## src/rtl/exchange_scheduler.sv

```systemverilog
// exchange_scheduler
//   Sequencer for the replica array. Each round runs every metropolis replica for
//   max(sweep_len,1) steps, lets the replica pipeline drain, evaluates
//   replica-exchange acceptance for adjacent pairs (one pair per cycle, parity
//   alternating between rounds), then issues one cycle of exchange commands.
//
// Ports
//   i_clk             clock, all state on the rising edge
//   i_reset           asynchronous active-low reset
//   i_start           begin a run, sampled only in IDLE
//   i_sweep_len       metropolis steps per sweep, latched at start (0 acts as 1)
//   i_n_round         exchange rounds per run, latched at start
//   i_energy          NREP packed 32-bit signed total energies, replica i at [32*i +: 32]
//   i_r_exchange      fresh uniform random word each cycle, bits [22:0] used
//   o_metropolis_run  metropolis step enable for all replicas
//   o_command         NREP packed 2-bit commands (NOP=0, PREV=1, FOLW=2)
//   o_busy            high from the cycle after start until DONE is left
//   o_done            one-cycle pulse at end of run
//   o_round_cnt       rounds completed in the current/last run
//   o_accept_cnt      accepted swaps in the current/last run, saturating
//
// State table
//   state   | meaning
//   S_IDLE  | waiting for start
//   S_SWEEP | metropolis_run high, down-counting the sweep length
//   S_DRAIN | metropolis_run low, down-counting the pipeline latency
//   S_EXCH  | one adjacent pair (p,p+1) evaluated per cycle
//   S_APPLY | registered exchange commands driven for one cycle
//   S_DONE  | done pulse, back to idle

module exchange_scheduler #(
    parameter int NREP     = 32,
    parameter int PIPE_LAT = 4,    // >= 1
    parameter int DBETA    = 1     // beta step between neighbouring replicas
) (
    input  logic                i_clk,
    input  logic                i_reset,
    input  logic                i_start,
    input  logic [15:0]         i_sweep_len,
    input  logic [15:0]         i_n_round,
    input  logic [NREP*32-1:0]  i_energy,
    input  logic [31:0]         i_r_exchange,
    output logic                o_metropolis_run,
    output logic [2*NREP-1:0]   o_command,
    output logic                o_busy,
    output logic                o_done,
    output logic [15:0]         o_round_cnt,
    output logic [15:0]         o_accept_cnt
);

    localparam int          PW     = $clog2(NREP) + 1;
    localparam logic [31:0] NREP_U = 32'(NREP);
    localparam logic [1:0]  CMD_PREV = 2'd1;
    localparam logic [1:0]  CMD_FOLW = 2'd2;

    typedef enum logic [2:0] {
        S_IDLE, S_SWEEP, S_DRAIN, S_EXCH, S_APPLY, S_DONE
    } state_t;

    state_t              r_state,      w_state_nxt;
    logic [15:0]         r_timer,      w_timer_nxt;
    logic [15:0]         r_sweep_len,  w_sweep_len_nxt;
    logic [15:0]         r_n_round,    w_n_round_nxt;
    logic                r_parity,     w_parity_nxt;
    logic [PW-1:0]       r_pair,       w_pair_nxt;
    logic [NREP-1:0]     r_acc,        w_acc_nxt;
    logic [2*NREP-1:0]   r_command,    w_command_nxt;
    logic [15:0]         r_round_cnt,  w_round_cnt_nxt;
    logic [15:0]         r_accept_cnt, w_accept_cnt_nxt;

    // ---------------------------------------------------------------
    // Acceptance datapath for the pair currently addressed by r_pair
    // ---------------------------------------------------------------
    logic [31:0]         w_e_lo, w_e_hi;
    logic [32:0]         w_de;
    logic signed [49:0]  w_prod, w_prod_sh;
    logic [31:0]         w_x;
    logic [32:0]         w_neg;
    logic [22:0]         w_y;
    logic                w_accept;
    logic [15:0]         w_popcnt;
    logic [16:0]         w_acc_sum;
    logic                w_unused;

    assign w_e_lo = i_energy[32*32'(r_pair) +: 32];
    assign w_e_hi = i_energy[32*(32'(r_pair) + 32'd1) +: 32];
    assign w_de   = {w_e_hi[31], w_e_hi} - {w_e_lo[31], w_e_lo};

    assign w_prod    = $signed({{17{w_de[32]}}, w_de}) * $signed(50'(DBETA));
    assign w_prod_sh = w_prod >>> 3;
    assign w_x       = w_prod_sh[31:0];

    // Base-2 exponential unit: y = 0x7FFFFF * 2^x for x <= 0, saturating at x >= 0.
    assign w_neg = 33'd0 - {w_x[31], w_x};
    always_comb begin
        w_y = 23'h7FFFFF;
        if (w_x[31]) begin
            if (w_neg > 33'd22) w_y = '0;
            else                w_y = 23'h7FFFFF >> w_neg[4:0];
        end
    end

    assign w_accept = !w_de[32] || (w_y > i_r_exchange[22:0]);

    always_comb begin
        w_popcnt = '0;
        for (int i = 0; i < NREP; i++) w_popcnt = w_popcnt + 16'(r_acc[i]);
    end
    assign w_acc_sum = 17'(r_accept_cnt) + 17'(w_popcnt);

    assign w_unused = ^{i_r_exchange[31:23], w_prod_sh[49:32]};

    // ---------------------------------------------------------------
    // FSM: state register
    // ---------------------------------------------------------------
    always_ff @(posedge i_clk or negedge i_reset) begin
        if (!i_reset) begin
            r_state      <= S_IDLE;
            r_timer      <= '0;
            r_sweep_len  <= 16'd1;
            r_n_round    <= '0;
            r_parity     <= 1'b0;
            r_pair       <= '0;
            r_acc        <= '0;
            r_command    <= '0;
            r_round_cnt  <= '0;
            r_accept_cnt <= '0;
        end else begin
            r_state      <= w_state_nxt;
            r_timer      <= w_timer_nxt;
            r_sweep_len  <= w_sweep_len_nxt;
            r_n_round    <= w_n_round_nxt;
            r_parity     <= w_parity_nxt;
            r_pair       <= w_pair_nxt;
            r_acc        <= w_acc_nxt;
            r_command    <= w_command_nxt;
            r_round_cnt  <= w_round_cnt_nxt;
            r_accept_cnt <= w_accept_cnt_nxt;
        end
    end

    // ---------------------------------------------------------------
    // FSM: next state and next register values
    // ---------------------------------------------------------------
    always_comb begin
        w_state_nxt      = r_state;
        w_timer_nxt      = r_timer;
        w_sweep_len_nxt  = r_sweep_len;
        w_n_round_nxt    = r_n_round;
        w_parity_nxt     = r_parity;
        w_pair_nxt       = r_pair;
        w_acc_nxt        = r_acc;
        w_command_nxt    = '0;
        w_round_cnt_nxt  = r_round_cnt;
        w_accept_cnt_nxt = r_accept_cnt;

        unique case (r_state)
            S_IDLE: begin
                if (i_start) begin
                    w_sweep_len_nxt  = (i_sweep_len == '0) ? 16'd1 : i_sweep_len;
                    w_n_round_nxt    = i_n_round;
                    w_round_cnt_nxt  = '0;
                    w_accept_cnt_nxt = '0;
                    w_parity_nxt     = 1'b0;
                    w_acc_nxt        = '0;
                    w_pair_nxt       = '0;
                    w_timer_nxt      = w_sweep_len_nxt - 16'd1;
                    w_state_nxt      = (i_n_round == '0) ? S_DONE : S_SWEEP;
                end
            end
            S_SWEEP: begin
                if (r_timer == '0) begin
                    w_timer_nxt = 16'(PIPE_LAT - 1);
                    w_state_nxt = S_DRAIN;
                end else begin
                    w_timer_nxt = r_timer - 16'd1;
                end
            end
            S_DRAIN: begin
                if (r_timer == '0) begin
                    // With parity 1 and only two replicas there is no pair at all.
                    if (32'(r_parity) + 32'd1 < NREP_U) begin
                        w_pair_nxt  = PW'(r_parity);
                        w_state_nxt = S_EXCH;
                    end else begin
                        w_state_nxt = S_APPLY;
                    end
                end else begin
                    w_timer_nxt = r_timer - 16'd1;
                end
            end
            S_EXCH: begin
                w_acc_nxt[r_pair] = w_accept;
                if (32'(r_pair) + 32'd3 < NREP_U) w_pair_nxt  = r_pair + PW'(2);
                else                               w_state_nxt = S_APPLY;
            end
            S_APPLY: begin
                w_accept_cnt_nxt = w_acc_sum[16] ? 16'hFFFF : w_acc_sum[15:0];
                w_round_cnt_nxt  = r_round_cnt + 16'd1;
                w_parity_nxt     = !r_parity;
                w_acc_nxt        = '0;
                if (w_round_cnt_nxt == r_n_round) begin
                    w_state_nxt = S_DONE;
                end else begin
                    w_timer_nxt = r_sweep_len - 16'd1;
                    w_state_nxt = S_SWEEP;
                end
            end
            S_DONE: begin
                w_state_nxt = S_IDLE;
            end
            default: begin
                w_state_nxt = S_IDLE;
            end
        endcase

        // Commands are computed from the final acceptance vector so they are
        // registered and appear exactly during the APPLY cycle.
        if (w_state_nxt == S_APPLY) begin
            for (int i = 0; i < NREP - 1; i++) begin
                if (w_acc_nxt[i]) begin
                    w_command_nxt[2*i +: 2]     = CMD_FOLW;
                    w_command_nxt[2*(i+1) +: 2] = CMD_PREV;
                end
            end
        end
    end

    assign o_metropolis_run = (r_state == S_SWEEP);
    assign o_command        = r_command;
    assign o_busy           = (r_state != S_IDLE);
    assign o_done           = (r_state == S_DONE);
    assign o_round_cnt      = r_round_cnt;
    assign o_accept_cnt     = r_accept_cnt;

endmodule

```

## config.mk

```make
export PLATFORM = sky130hd
export DESIGN_NAME = exchange_scheduler
export DESIGN_NICKNAME = d
export VERILOG_FILES = /design/src/rtl/exchange_scheduler.sv
export SDC_FILE = /design/constraint.sdc
export NUM_CORES = 1
export LEC_CHECK = 0
export BUFFER_PORTS_ARGS = -buffer_cell sky130_fd_sc_hd__clkbuf_2
export CAP_MARGIN = 20
export CORE_AREA = 2 2 469 471
export DETAILED_ROUTE_END_ITERATION = 10
export DIE_AREA = 0 0 471 473
export GPL_ROUTABILITY_DRIVEN = 0
export MAX_ROUTING_LAYER = met4
export PLACE_DENSITY = 0.36
export SYNTH_ARGS = -nofsm -noshare
export SYNTH_HDL_FRONTEND = slang
export SYNTH_SLANG_ARGS = --single-unit
```

## constraint.sdc

```tcl
create_clock -name i_clk -period 25.5 [get_ports i_clk]
set_input_delay 2.55 -clock i_clk [delete_from_list [all_inputs] [get_ports i_clk]]
set_output_delay 2.55 -clock i_clk [all_outputs]
set_load 0.03 [all_outputs]
```

==> run metrics <==
DRC 0; Max-Cap Viols 0; top post-synthesis cells by area mux4_2, dfrtp_1, a22oi_1; vias in the first global route 31.80k; crit share post-route 52.23%; cts hold-fix bufs 0; Post-synth EDFFs 0; asr flop ratio synth 100.0%; Total GRT Usage 21.09%; Comb pwr share 86.6%; ys flop type dfrtp_1; clock-pin slew on the worst setup and hold paths 80 ps; row count 172; wl on met1 92,530 um; fmax 0.07508 GHz; post-synth top area cell mux4_2; HPWL Detailed 207,700 um; gr ovfl total 0; RSZ-0062 raised after global routing no; Die H 473 um; Syn-to-layout area delta 34.31%; Ports 1,190; Starting Density 13.21%; post-route cell area 38,710 sq um; Tmin final 13,320 ps; Top Metal Used met4; clock power share 5.5%; synthesized area 28,820 sq um; WS Path Type register to register; endpoints failing setup 0; final hold vios 0; sequential fraction of the synthesis area 15.89%; initial antenna violation count 168; Worst setup EP type register; Die Span X 471 um; die footprint 222,800 sq um; first-pass GRT wire length 306,500 um; Synth top area share 36.65%; Via density 4.699; setup TNS 0 ps; Max FO, Critical Path 99; routed length per instance 35.11 um; Post-Syn Instances 2,805; pin count of the biggest net entering global routing 110; most numerous cell in the Yosys netlist mux4_2; Seq pwr share 7.9%; synthesis-stage register bit count 183; Clock Latency Late Sink 480 ps; Met2 Wirelength 118,800 um; Synth Warn # 0; I/O Buffers 1,178; critical path's largest stage delay 910 ps; CTS max path bufs 2; CTS Root Cell clkbuf_16; Clock Skew 9.566 ps; H-tree depth 4; Static Leak 15.26 nW; CTS Sinks 183; Routed WL 238,100 um; Peak supply drop 0.1525 mV; fin. max-slew vios 0; status completed; final net count 4,989; CP Data Arrival Time 13,690 ps; CTS tree yes; P per Cell Area 129.3 nW/um^2; Worst Hold Class register to register; Setup crit start kind register; Post-CTS Resized 0; slowest CP cell dfrtp_4; placed instance area 37,860 sq um; Slew @ Worst Pin 1045 ps; Met3 Wirelength 15,890 um; Critical Path RT 25,870 ps; post-synth cell types 91; post-synthesis average cell area 10.28 sq um; Post-CTS Setup Bufs 0; Int Pwr 1.960 mW; Switching Fraction 60.83%; DRT antenna net count 0; Net Switching 3.044 mW; DRT Pass-1 Iters 5; Synth top cells by count mux4_2, a22oi_1, nand2_1; share of cells above drive strength 1 47.27%; total clock buffers created by CTS 17; initial drt markers 2,494; relative max-transition margin 29.89%; via count 31.87k; core area 218,200 sq um
cell families (layout without fill, tap and decap cells):
| logic type | count (synthesis) | count (layout) | synth area share [%] |
|---|---|---|---|
| AO/OA/AOI/OAI | 857 | 857 | 20.36 |
| XOR/XNOR | 62 | 62 | 1.884 |
| adder cells (fa/ha/maj) | 105 | 105 | 5.235 |
| buffers and inverters | 352 | 1352 | 4.883 |
| flip-flops | 183 | 183 | 15.89 |
| multiplexers | 552 | 552 | 39.55 |
| other | 1 | 107 | 0.01301 |
| AND/OR/NAND/NOR | 693 | 693 | 12.19 |
layout by cell type, fill, tap and decap left out, types with 24 or more instances in the layout:
master	instances
clkbuf_2	1178
mux4_2	469
a22oi_1	198
nand2_1	196
dfrtp_1	179
a21oi_1	151
nor2_1	142
o21ai_0	137
diode_2	105
mux2i_1	79
ha_1	79
inv_1	70
buf_4	66
nor3_1	61
and2_1	48
a31oi_1	48
a211oi_1	46
nor2b_1	41
nand3_1	40
xnor2_1	37
a22o_1	33
a41o_1	33
o41ai_1	32
a21o_1	30
and3_1	26
fa_1	26
xor2_1	25
nand4_1	24
critical path, delay by kind of cell, from the launching register on:
| kind | cells | cell delay, ps |
|---|---|---|
| flip-flops | 1 | 910 |
| adder cells (fa/ha/maj) | 2 | 770 |
| buffers and inverters | 6 | 3220 |
| multiplexers | 2 | 840 |
| AND/OR/NAND/NOR | 9 | 2430 |
| AO/OA/AOI/OAI | 18 | 4490 |
registers in the layout, indices dropped and copies added (netlist names), 6 cells and up:
register / count
o_round_cnt: 16
o_command: 61
o_accept_cnt: 16
r_n_round: 16
r_timer: 16
r_acc: 32
r_sweep_len: 16
r_pair: 6
cell type report:
type / instances / area (sq um)
Inverter: 71 / 266.5
Antenna cell: 105 / 262.8
Timing Repair Buffer: 1249 / 6482
Clock inverter: 15 / 157.7
Tap cell: 2871 / 3592
Clock buffer: 17 / 425.4
Fill cell: 24620 / 179500
Sequential cell: 183 / 4592
Multi-Input combinational cell: 2271 / 22930
metrics by stage:
| step | worst slack, ps | hold slack, ps | power [mW] | utilization (%) | std cells |
|---|---|---|---|---|---|
| after floorplan | 15410 | 445.4 | 3.135 | - | 2806 |
| after global placement | 12260 | 468.2 | 4.713 | 17.35 | 6644 |
| after detailed placement | 12220 | 471.0 | 4.730 | 17.35 | 6644 |
| after CTS | 12170 | 491.1 | 5.031 | 17.62 | 6676 |
| after global routing | 11170 | 507.6 | 5.409 | 17.72 | 6762 |
| final | 12180 | 493.5 | 5.004 | 17.74 | 6782 |
layer usage:
layer / up-vias / GRT usage [%]
li1: 13586 / -
met4: 0 / 9.790
met3: 290 / 4.537
met1: 16446 / 23.92
met2: 1550 / 35.43
met5: - / -
final timing paths:
check,slack [ps],end,start,cells after the start
min,490,r_sweep_len[15],r_sweep_len[15],2
max,12180,o_command[50],r_pair[0],37
min reg2reg,490,r_sweep_len[15],r_sweep_len[15],2
min in group asynchronous,2000,r_sweep_len[1],i_reset,1
max reg2reg,12180,o_command[50],r_pair[0],37
max in group asynchronous,22140,o_command[61],i_reset,2
power by group through the flow:
| stage | Clock (mW) | Sequential, mW | Combinational (mW) |
|---|---|---|---|
| 2_1_floorplan | 0 | 0.373 | 2.76 |
| 3_3_place_gp | 0 | 0.400 | 4.31 |
| 3_5_place_dp | 0 | 0.400 | 4.33 |
| 4_1_cts | 0.282 | 0.395 | 4.35 |
| 5_1_grt | 0.294 | 0.403 | 4.71 |
| 6_report | 0.273 | 0.395 | 4.34 |
(Power assumes the default switching activity.)
